### src/rtl/bus_arbiter_if.sv
// Bus arbiter interface bundle.
// Groups the four-requester request/data lines and the arbitrated bus outputs.
//   req  [3:0]          : per-requester bus request, bit i = requester i
//   din  [4*WIDTH-1:0]  : packed requester data, slot i at [i*WIDTH +: WIDTH]
//   a    [WIDTH-1:0]    : registered bus word for the downstream tristate data input
//   en                  : registered drive enable for the downstream tristate driver
//   gnt  [3:0]          : registered one-hot grant, zero when the bus has no owner
//   busy                : high whenever the arbiter is not idle
// Handshake: a requester raises req[i] and holds it for as long as it wants the
// bus; ownership starts on the edge that returns gnt[i]=1 (en=1, a=slot i) and
// ends on the edge after req[i] is seen low or the hold limit is reached. Every
// tenure is followed by one turnaround cycle with en=0 and gnt=0.
interface bus_arbiter_if #(
  parameter int WIDTH = 8
);
  logic [3:0]         req;
  logic [4*WIDTH-1:0] din;
  logic [WIDTH-1:0]   a;
  logic               en;
  logic [3:0]         gnt;
  logic               busy;

  // Requester side drives the requests and data.
  modport master (output req, din, input a, en, gnt, busy);
  // Arbiter side.
  modport slave (input req, din, output a, en, gnt, busy);
endinterface

### src/rtl/bus_arbiter.sv
// Four-way round-robin bus arbiter with bounded tenure and a one-cycle bus
// turnaround between owners, driving a registered tristate data/enable pair.
// Ports:
//   clk         : clock, all state changes on rising edge
//   rst         : asynchronous active-high reset
//   bus         : bus_arbiter_if slave modport (req, din in; a, en, gnt, busy out)
//   dbg_state_o : current FSM state (0=IDLE, 1=GRANT, 2=TURN)
module bus_arbiter #(
  parameter int WIDTH    = 8,
  parameter int MAX_HOLD = 4
) (
  input  logic         clk,
  input  logic         rst,
  bus_arbiter_if.slave bus,
  output logic [1:0]   dbg_state_o
);

  typedef enum logic [1:0] {
    IDLE  = 2'd0,
    GRANT = 2'd1,
    TURN  = 2'd2
  } state_t;

  state_t             state_q;
  logic [1:0]         ptr_q;
  logic [1:0]         owner_q;
  logic [3:0]         tenure_q;
  logic [WIDTH-1:0]   a_q;
  logic               en_q;
  logic [3:0]         gnt_q;
  logic               busy_q;

  // Round-robin winner search, starting at ptr_q and wrapping 3->0.
  logic               win_valid_d;
  logic [1:0]         win_idx_d;
  logic [1:0]         probe_idx;
  logic [WIDTH-1:0]   win_data_d;
  logic [WIDTH-1:0]   own_data_d;
  logic               release_d;

  always_comb begin
    win_valid_d = 1'b0;
    win_idx_d   = ptr_q;
    probe_idx   = ptr_q;
    for (int k = 0; k < 4; k++) begin
      probe_idx = ptr_q + 2'(k);
      if (!win_valid_d && bus.req[probe_idx]) begin
        win_valid_d = 1'b1;
        win_idx_d   = probe_idx;
      end
    end
  end

  assign win_data_d = bus.din[win_idx_d*WIDTH +: WIDTH];
  assign own_data_d = bus.din[owner_q*WIDTH +: WIDTH];

  // Tenure ends when the owner lets go or has used its full hold allowance.
  assign release_d = !bus.req[owner_q] || (tenure_q == 4'(MAX_HOLD));

  always_ff @(posedge clk or posedge rst) begin
    if (rst) begin
      state_q  <= IDLE;
      ptr_q    <= 2'd0;
      owner_q  <= 2'd0;
      tenure_q <= 4'd0;
      a_q      <= '0;
      en_q     <= 1'b0;
      gnt_q    <= 4'd0;
      busy_q   <= 1'b0;
    end else begin
      case (state_q)
        // IDLE and TURN arbitrate identically; TURN only differs in that
        // ptr_q has just been advanced past the previous owner.
        IDLE, TURN: begin
          if (win_valid_d) begin
            state_q  <= GRANT;
            owner_q  <= win_idx_d;
            tenure_q <= 4'd1;
            a_q      <= win_data_d;
            en_q     <= 1'b1;
            gnt_q    <= 4'b0001 << win_idx_d;
            busy_q   <= 1'b1;
          end else begin
            state_q  <= IDLE;
            tenure_q <= 4'd0;
            a_q      <= '0;
            en_q     <= 1'b0;
            gnt_q    <= 4'd0;
            busy_q   <= 1'b0;
          end
        end
        GRANT: begin
          if (release_d) begin
            state_q  <= TURN;
            ptr_q    <= owner_q + 2'd1;
            tenure_q <= 4'd0;
            a_q      <= '0;
            en_q     <= 1'b0;
            gnt_q    <= 4'd0;
            busy_q   <= 1'b1;
          end else begin
            a_q      <= own_data_d;
            tenure_q <= tenure_q + 4'd1;
          end
        end
        default: begin
          state_q  <= IDLE;
          a_q      <= '0;
          en_q     <= 1'b0;
          gnt_q    <= 4'd0;
          busy_q   <= 1'b0;
        end
      endcase
    end
  end

  assign bus.a       = a_q;
  assign bus.en      = en_q;
  assign bus.gnt     = gnt_q;
  assign bus.busy    = busy_q;
  assign dbg_state_o = state_q;

endmodule

### src/flat_wrapper.sv
// flat-port wrapper written by rule: the top's interface ports become plain ports
module bus_arbiter_flat 
#(
  parameter int WIDTH    = 8,
  parameter int MAX_HOLD = 4
)
  (clk, rst, dbg_state_o, bus_req, bus_din, bus_a, bus_en, bus_gnt, bus_busy);
  bus_arbiter_if #(.WIDTH(WIDTH)) bus_i ();
  input  logic clk;
  input  logic rst;
  output logic [1:0] dbg_state_o;
  input wire logic [$bits(bus_i.req)-1:0] bus_req;
  input wire logic [$bits(bus_i.din)-1:0] bus_din;
  output wire logic [$bits(bus_i.a)-1:0] bus_a;
  output wire logic [$bits(bus_i.en)-1:0] bus_en;
  output wire logic [$bits(bus_i.gnt)-1:0] bus_gnt;
  output wire logic [$bits(bus_i.busy)-1:0] bus_busy;
  assign bus_i.req = bus_req;
  assign bus_i.din = bus_din;
  assign bus_a = bus_i.a;
  assign bus_en = bus_i.en;
  assign bus_gnt = bus_i.gnt;
  assign bus_busy = bus_i.busy;
  bus_arbiter #(.WIDTH(WIDTH), .MAX_HOLD(MAX_HOLD)) u_core (.clk(clk), .rst(rst), .bus(bus_i), .dbg_state_o(dbg_state_o));
endmodule
### config.mk
export PLATFORM = sky130hd
export DESIGN_NAME = bus_arbiter_flat
export DESIGN_NICKNAME = d
export VERILOG_FILES = /design/src/rtl/bus_arbiter_if.sv /design/src/rtl/bus_arbiter.sv /design/src/flat_wrapper.sv
export SDC_FILE = /design/constraint.sdc
export NUM_CORES = 1
export LEC_CHECK = 0
export CORE_MARGIN = 2
export CORE_UTILIZATION = 47
export CTS_BUF_LIST = sky130_fd_sc_hd__clkbuf_8
export CTS_CLUSTER_DIAMETER = 40
export DETAILED_ROUTE_END_ITERATION = 10
export PLACE_DENSITY = 0.82
export SLEW_MARGIN = 30
export SYNTH_ARGS = -nofsm -noshare
export SYNTH_HDL_FRONTEND = slang
export SYNTH_SLANG_ARGS = --single-unit
export TNS_END_PERCENT = 50
### constraint.sdc
create_clock -name clk -period 2.5 [get_ports clk]
set_input_delay 0.75 -clock clk [delete_from_list [all_inputs] [get_ports clk]]
set_output_delay 0.75 -clock clk [all_outputs]
set_load 0.03 [all_outputs]
# Word-level counts from Yosys, hierarchy flattened
# Cells that the tools add are included.
# word_totals
mem_bits_ro,0
reg_bits,24
n_memories,0
ramBits,0
latchBits,0
input_bits,38
# classes
shift,3
div_mod_pow,0
bitwise_logic,0
mul,0
n_reduce_logical,13
magnitude_cmp,5
n_eq_ne,4
add_sub_neg,5
n_mux,34
# ops
operator,n
$shiftx 32x6->8,2
$mux 8,2
$pmux 4 s2,2
$pmux 8 s2,1
$lt 2x3->1 const B,5
$mux 1,14
$mux 4,3
$bmux 1 s2,5
$mux 2,4
$add 2x1->2 const B,2
$add 2x2->2 const B,2
$add 4x1->4 const B,1
$eq 4x3->1 const B,1
$logic_not 1->1,4
$pmux 1 s2,2
$pmux 2 s2,1
$reduce_and 2->1,2
$shl 1x2->4 const A,1
$logic_and 1x1->1,3
$eq 2x1->1 const B,1
$eq 2x2->1 const B,1
$logic_not 2->1,1
$ne 2x1->1 const B,1
$reduce_bool 2->1,1
other kinds (2),2

# Depth between registers and ports, before layout
# logic_depth
word_depth,15
ltp_mapped,9
ltp_nobuf,7

# Worst setup path before layout
# Ideal clock, no wire load.
# synth_timing
path_type,input to register
startpoint,in bus_req[3]
endpoint,reg u_core.a_q[1] (netlist: u_core.bus.a[1])
path_slack_ps,401
t_required_ps,2373
path_stages,7
setup_time_ps,127
arrival_time_ps,1972
path_cell_list,mux4_2 o21a_1 and3b_1 buf_6 buf_6 a32oi_1 nand3_1
# synth_via
elab_chain_cells,15
# synth_rtl
item,line_no,text
"start, declared",flat_wrapper.sv:12,input wire logic [$bits(bus_i.req)-1:0] bus_req;
$bmux 1 s2,bus_arbiter.sv:47,if (!win_valid_d && bus.req[probe_idx]) begin
$mux 1 (not written as such),bus_arbiter.sv:47,
$mux 1,bus_arbiter.sv:47,
$logic_not 1->1,bus_arbiter.sv:47,
$logic_and 1x1->1,bus_arbiter.sv:47,
$mux 1,bus_arbiter.sv:47,
$logic_not 1->1,bus_arbiter.sv:47,
$logic_and 1x1->1,bus_arbiter.sv:47,
$mux 1,bus_arbiter.sv:47,
$logic_not 1->1,bus_arbiter.sv:47,
$logic_and 1x1->1,bus_arbiter.sv:47,
$mux 2,bus_arbiter.sv:47,
$shiftx 32x6->8,bus_arbiter.sv:54,assign win_data_d = bus.din[win_idx_d*WIDTH +: WIDTH];
$mux 8,bus_arbiter.sv:75,if (win_valid_d) begin
$pmux 8 s2 (*),bus_arbiter.sv:71,case (state_q)
"end signal, assigned",bus_arbiter.sv:79,a_q <= win_data_d;
"end signal, assigned",bus_arbiter.sv:102,a_q <= own_data_d;
"end, declared",bus_arbiter.sv:28,logic [WIDTH-1:0] a_q;
# Every way passes the cells marked *; elsewhere a longest branch is shown, timed or not. The select of a mux whose other input is x is not followed.
# A chain may end at the register's enable or synchronous reset.

# Worst setup path in the final report
# layout_timing
startpoint,in bus_req[0]
endpoint,reg u_core.a_q[0] (netlist: u_core.bus.a[0])
# Same word-level chain as after synthesis.

==> impl_metrics.tcl <==
set metrics [dict create \
    vias 1698 \
    power_leakage_nw 0.981 \
    synth_nets 196 \
    pwr-share-comb 0.622 \
    placed_area_um2 2290 \
    first_global_vias 1722 \
    clock_latency_of_the_later_clocked_register_in_the_worst_skew_pair_ns 0.27 \
    yosys.cell_count.top_type "sky130_fd_sc_hd__dfrtp_1" \
    post-dp-hpwl_um 3620 \
    hold_depth 1 \
    residual_antenna_violating_net_count_after_detailed_routing 0 \
    grt_usage 0.268 \
    yosysSeqAreaShare 0.377 \
    netlist.top_cell.by_area "sky130_fd_sc_hd__dfrtp_1" \
    clock_tree.htree_level_count 1 \
    vdd_ir_drop_max_v 0.000656 \
    critical_path.max_fanout 9 \
    drt_first_iter_violations 185 \
    p_seq_frac 0.254 \
    io_buffer_count 53 \
    start_kind "primary input" \
    cts.reportedPaths.clkPinSlew_ns 0.09 \
    place_congestion 0.828 \
    net-switching-power_mw 1.21 \
    synth.lib_cells_used.distinct 38 \
    cts-root-buf "sky130_fd_sc_hd__clkbuf_8" \
    numClockSinks 24 \
    worst_r2r_path_depth 6 \
    timing.hold.ws_ns 0.502 \
    cell_chain_of_the_critical_path "clkdlybuf4s50_1 -> buf_4 -> nor2b_1 -> o21bai_1 -> a31oi_2 -> nand2_1 -> o211ai_1" \
    share_clk_of_total_power 0.124 \
    cts.path.max_buffers 2 \
    pin_count 54 \
    synthTopCellsByCount "sky130_fd_sc_hd__dfrtp_1 (24), sky130_fd_sc_hd__nand3_1 (16), sky130_fd_sc_hd__nand2_1 (12)" \
    maxSlewHeadroom 0.650 \
    status "finished, final reports clean" \
    antenna-diode-count 0 \
    post_route_cells_drive_above_1_share 0.171 \
    clock.fmax_mhz 416 \
    setup_slack_ns 0.0975 \
    tritoncts_clock_tree "yes" \
    final_worst_path_period_share 0.961 \
    drt_pass1_iterations 5 \
    finish.net_count 263 \
    average_wire_per_cell_in_the_routed_design_um 18.7 \
    hold_path_startpoint "u_core.tenure_q[3]" \
    critical_path.reg2reg.endpoint "u_core.bus.a[1]" \
    grt_pass1_wl_um 8250 \
    floorplan.initialDensity 0.485 \
    power_density_nw_per_um2 1180 \
    worst_clock_skew_ns 0.00863 \
    maximum_single_stage_delay_on_the_critical_path_ns 0.50 \
    critPathCaptureType "flop" \
    hold_path_class "flop to flop" \
    warnings_synthesis 0 \
    die_h_um 62.2 \
    ys_dominant_reg_cell "sky130_fd_sc_hd__dfrtp_1" \
    route.detailed.vias_per_inst 6.34 \
    placed_cells 264 \
    tritoncts.num_buffers 3 \
    post-cts-setup-buffer-count 0 \
    final_period_minus_worst_setup_slack_ns 2.40 \
    synth_top_area_frac 0.377 \
    die_area_um2 3870 \
    number_of_flops_mapped_to_enable_cells_by_yosys 0 \
    path_class "primary input to flop" \
    floorplan.die.width_um 62.2 \
    whs_endpoint "u_core.tenure_q[3]" \
    reg2reg_from "u_core.owner_q[0]" \
    coreArea_um2 3280 \
    timing_hold_violations_final 0 \
    hold_buffers 0 \
    rsz0062_at_grt "no" \
    crit_slowest_cell "sky130_fd_sc_hd__clkdlybuf4s50_1" \
    cts.repair.resized 0 \
    required_ns 2.67 \
    cellInternalPower_mw 1.59 \
    postLayoutCellArea_um2 2360 \
    ys_async_sr_fraction 1.00 \
    grt_max_degree 28 \
    worst-r2r-setup-slack_ns 0.65 \
    placement.setup.worst_slack_ns -0.137 \
    net_switching_share_of_the_total_power 0.432 \
    worst-slew-pin-transition_ns 0.523 \
    syn-instance-count 156 \
    synthesis.area_um2 1590 \
    global_route_congestion_overflow_total 0 \
    antenna_violations_before_repair 0 \
    avgSynthCellArea_um2 10.2 \
    setup_viol_count_final 0 \
    route.final.wire_length_um 5010 \
    report.final.slew_viol_count 0 \
    synth-seq-cells 24 \
    rows 21 \
    total_power_mw 2.80 \
    post-route-drc-count 0 \
    cp.arrival_ns 2.58 \
    synthTopCellsByArea "sky130_fd_sc_hd__dfrtp_1 (38%), sky130_fd_sc_hd__mux4_2 (13%), sky130_fd_sc_hd__nand3_1 (5.0%)" \
    stdcell_count 268 \
    synthToLayoutAreaGrowth_pct 48.4 \
    maxCapViolCount 0 \
]
cell type report:
class                      instances  area [um2]
clock buffer                       3        41.3
clock inverter                     1        30.0
fill                             254         921
inverter                           9        33.8
multi-input combinational        112         895
sequential                        24         601
tap                               46        57.6
timing repair buffer              73         706
through the flow:
| step | utilization | setup TNS [ns] |
|---|---|---|
| final | 0.720 | 0 |
| after global routing | 0.720 | 0 |
| after CTS | 0.720 | 0 |
| after detailed placement | 0.698 | -0.890 |
| after global placement | 0.698 | -0.218 |
| after floorplan | - | 0 |
power groups by stage:
stage | registers [mW] | clock network, mW | logic, mW
2_1_floorplan | 0.912 | 0 | 0.881
6_report | 0.712 | 0.347 | 1.74
3_5_place_dp | 0.724 | 0 | 1.71
5_1_grt | 0.739 | 0.369 | 1.86
4_1_cts | 0.713 | 0.347 | 1.73
3_3_place_gp | 0.707 | 0 | 1.65
critical path, delay by kind of cell:
kind | cells | cell delay [ns]
AOI/OAI and AO/OA | 3 | 0.84
buffers and inverters | 2 | 0.63
and+or+nand+nor | 2 | 0.35
state kept, by name, indices dropped and copies added, names as in the netlist:
signal              cells
u_core.ptr_q            2
u_core.bus.a            8
u_core.dbg_state_o      2
u_core.owner_q          2
u_core.bus.busy         1
u_core.bus.en           1
u_core.tenure_q         4
u_core.bus.gnt          4
cell usage in the layout (no fill, tap or decap), types with 2 or more instances in the layout:
cell type / Yosys / layout
sky130_fd_sc_hd__a21o_1: 2 / 2
sky130_fd_sc_hd__dfrtp_1: 24 / 24
sky130_fd_sc_hd__o21ai_0: 5 / 5
sky130_fd_sc_hd__nand3_1: 16 / 16
sky130_fd_sc_hd__a21oi_1: 3 / 3
sky130_fd_sc_hd__ha_1: 2 / 2
sky130_fd_sc_hd__nand4_1: 8 / 8
sky130_fd_sc_hd__nor2_1: 3 / 3
sky130_fd_sc_hd__mux4_2: 9 / 9
sky130_fd_sc_hd__a22o_1: 3 / 3
sky130_fd_sc_hd__buf_4: 0 / 18
sky130_fd_sc_hd__buf_12: 0 / 2
sky130_fd_sc_hd__o21a_1: 2 / 2
sky130_fd_sc_hd__a211o_1: 8 / 8
sky130_fd_sc_hd__a32oi_1: 8 / 8
sky130_fd_sc_hd__nor2b_1: 4 / 4
sky130_fd_sc_hd__a31oi_1: 2 / 2
sky130_fd_sc_hd__nand2_1: 12 / 12
sky130_fd_sc_hd__clkdlybuf4s50_1: 0 / 53
sky130_fd_sc_hd__inv_1: 9 / 9
sky130_fd_sc_hd__clkbuf_8: 0 / 3
sky130_fd_sc_hd__o31ai_1: 8 / 8
cells by family after synthesis:
group,count (synthesis),synth area share
compound gates,50,0.244
xor+xnor,1,0.00550
fa+ha+maj,2,0.0157
buf+inv,20,0.0613
flops,24,0.377
mux,10,0.134
simple gates,49,0.163
worst max-delay path by stage:
stage               start         endpoint  slack [ns]  cells after the start
2_1_floorplan  bus_req[3]  u_core.bus.a[1]        0.40                      7
3_3_place_gp   bus_req[0]  u_core.bus.a[6]       -0.05                      7
3_5_place_dp   bus_req[2]  u_core.bus.a[0]       -0.14                      7
4_1_cts        bus_req[0]  u_core.bus.a[0]        0.14                      7
5_1_grt        bus_req[0]  u_core.bus.a[0]        0.01                      7
6_report       bus_req[0]  u_core.bus.a[0]         0.1                      7
per-layer routing:
metal  wire length (um)  vias up  global-route usage
li1                   -      744                   -
met1               1970      818               0.351
met2               2480      120               0.451
met3                441       16              0.0417
met4                110        0               0.103
met5                  0        -                   0
(Power assumes the default switching activity.)
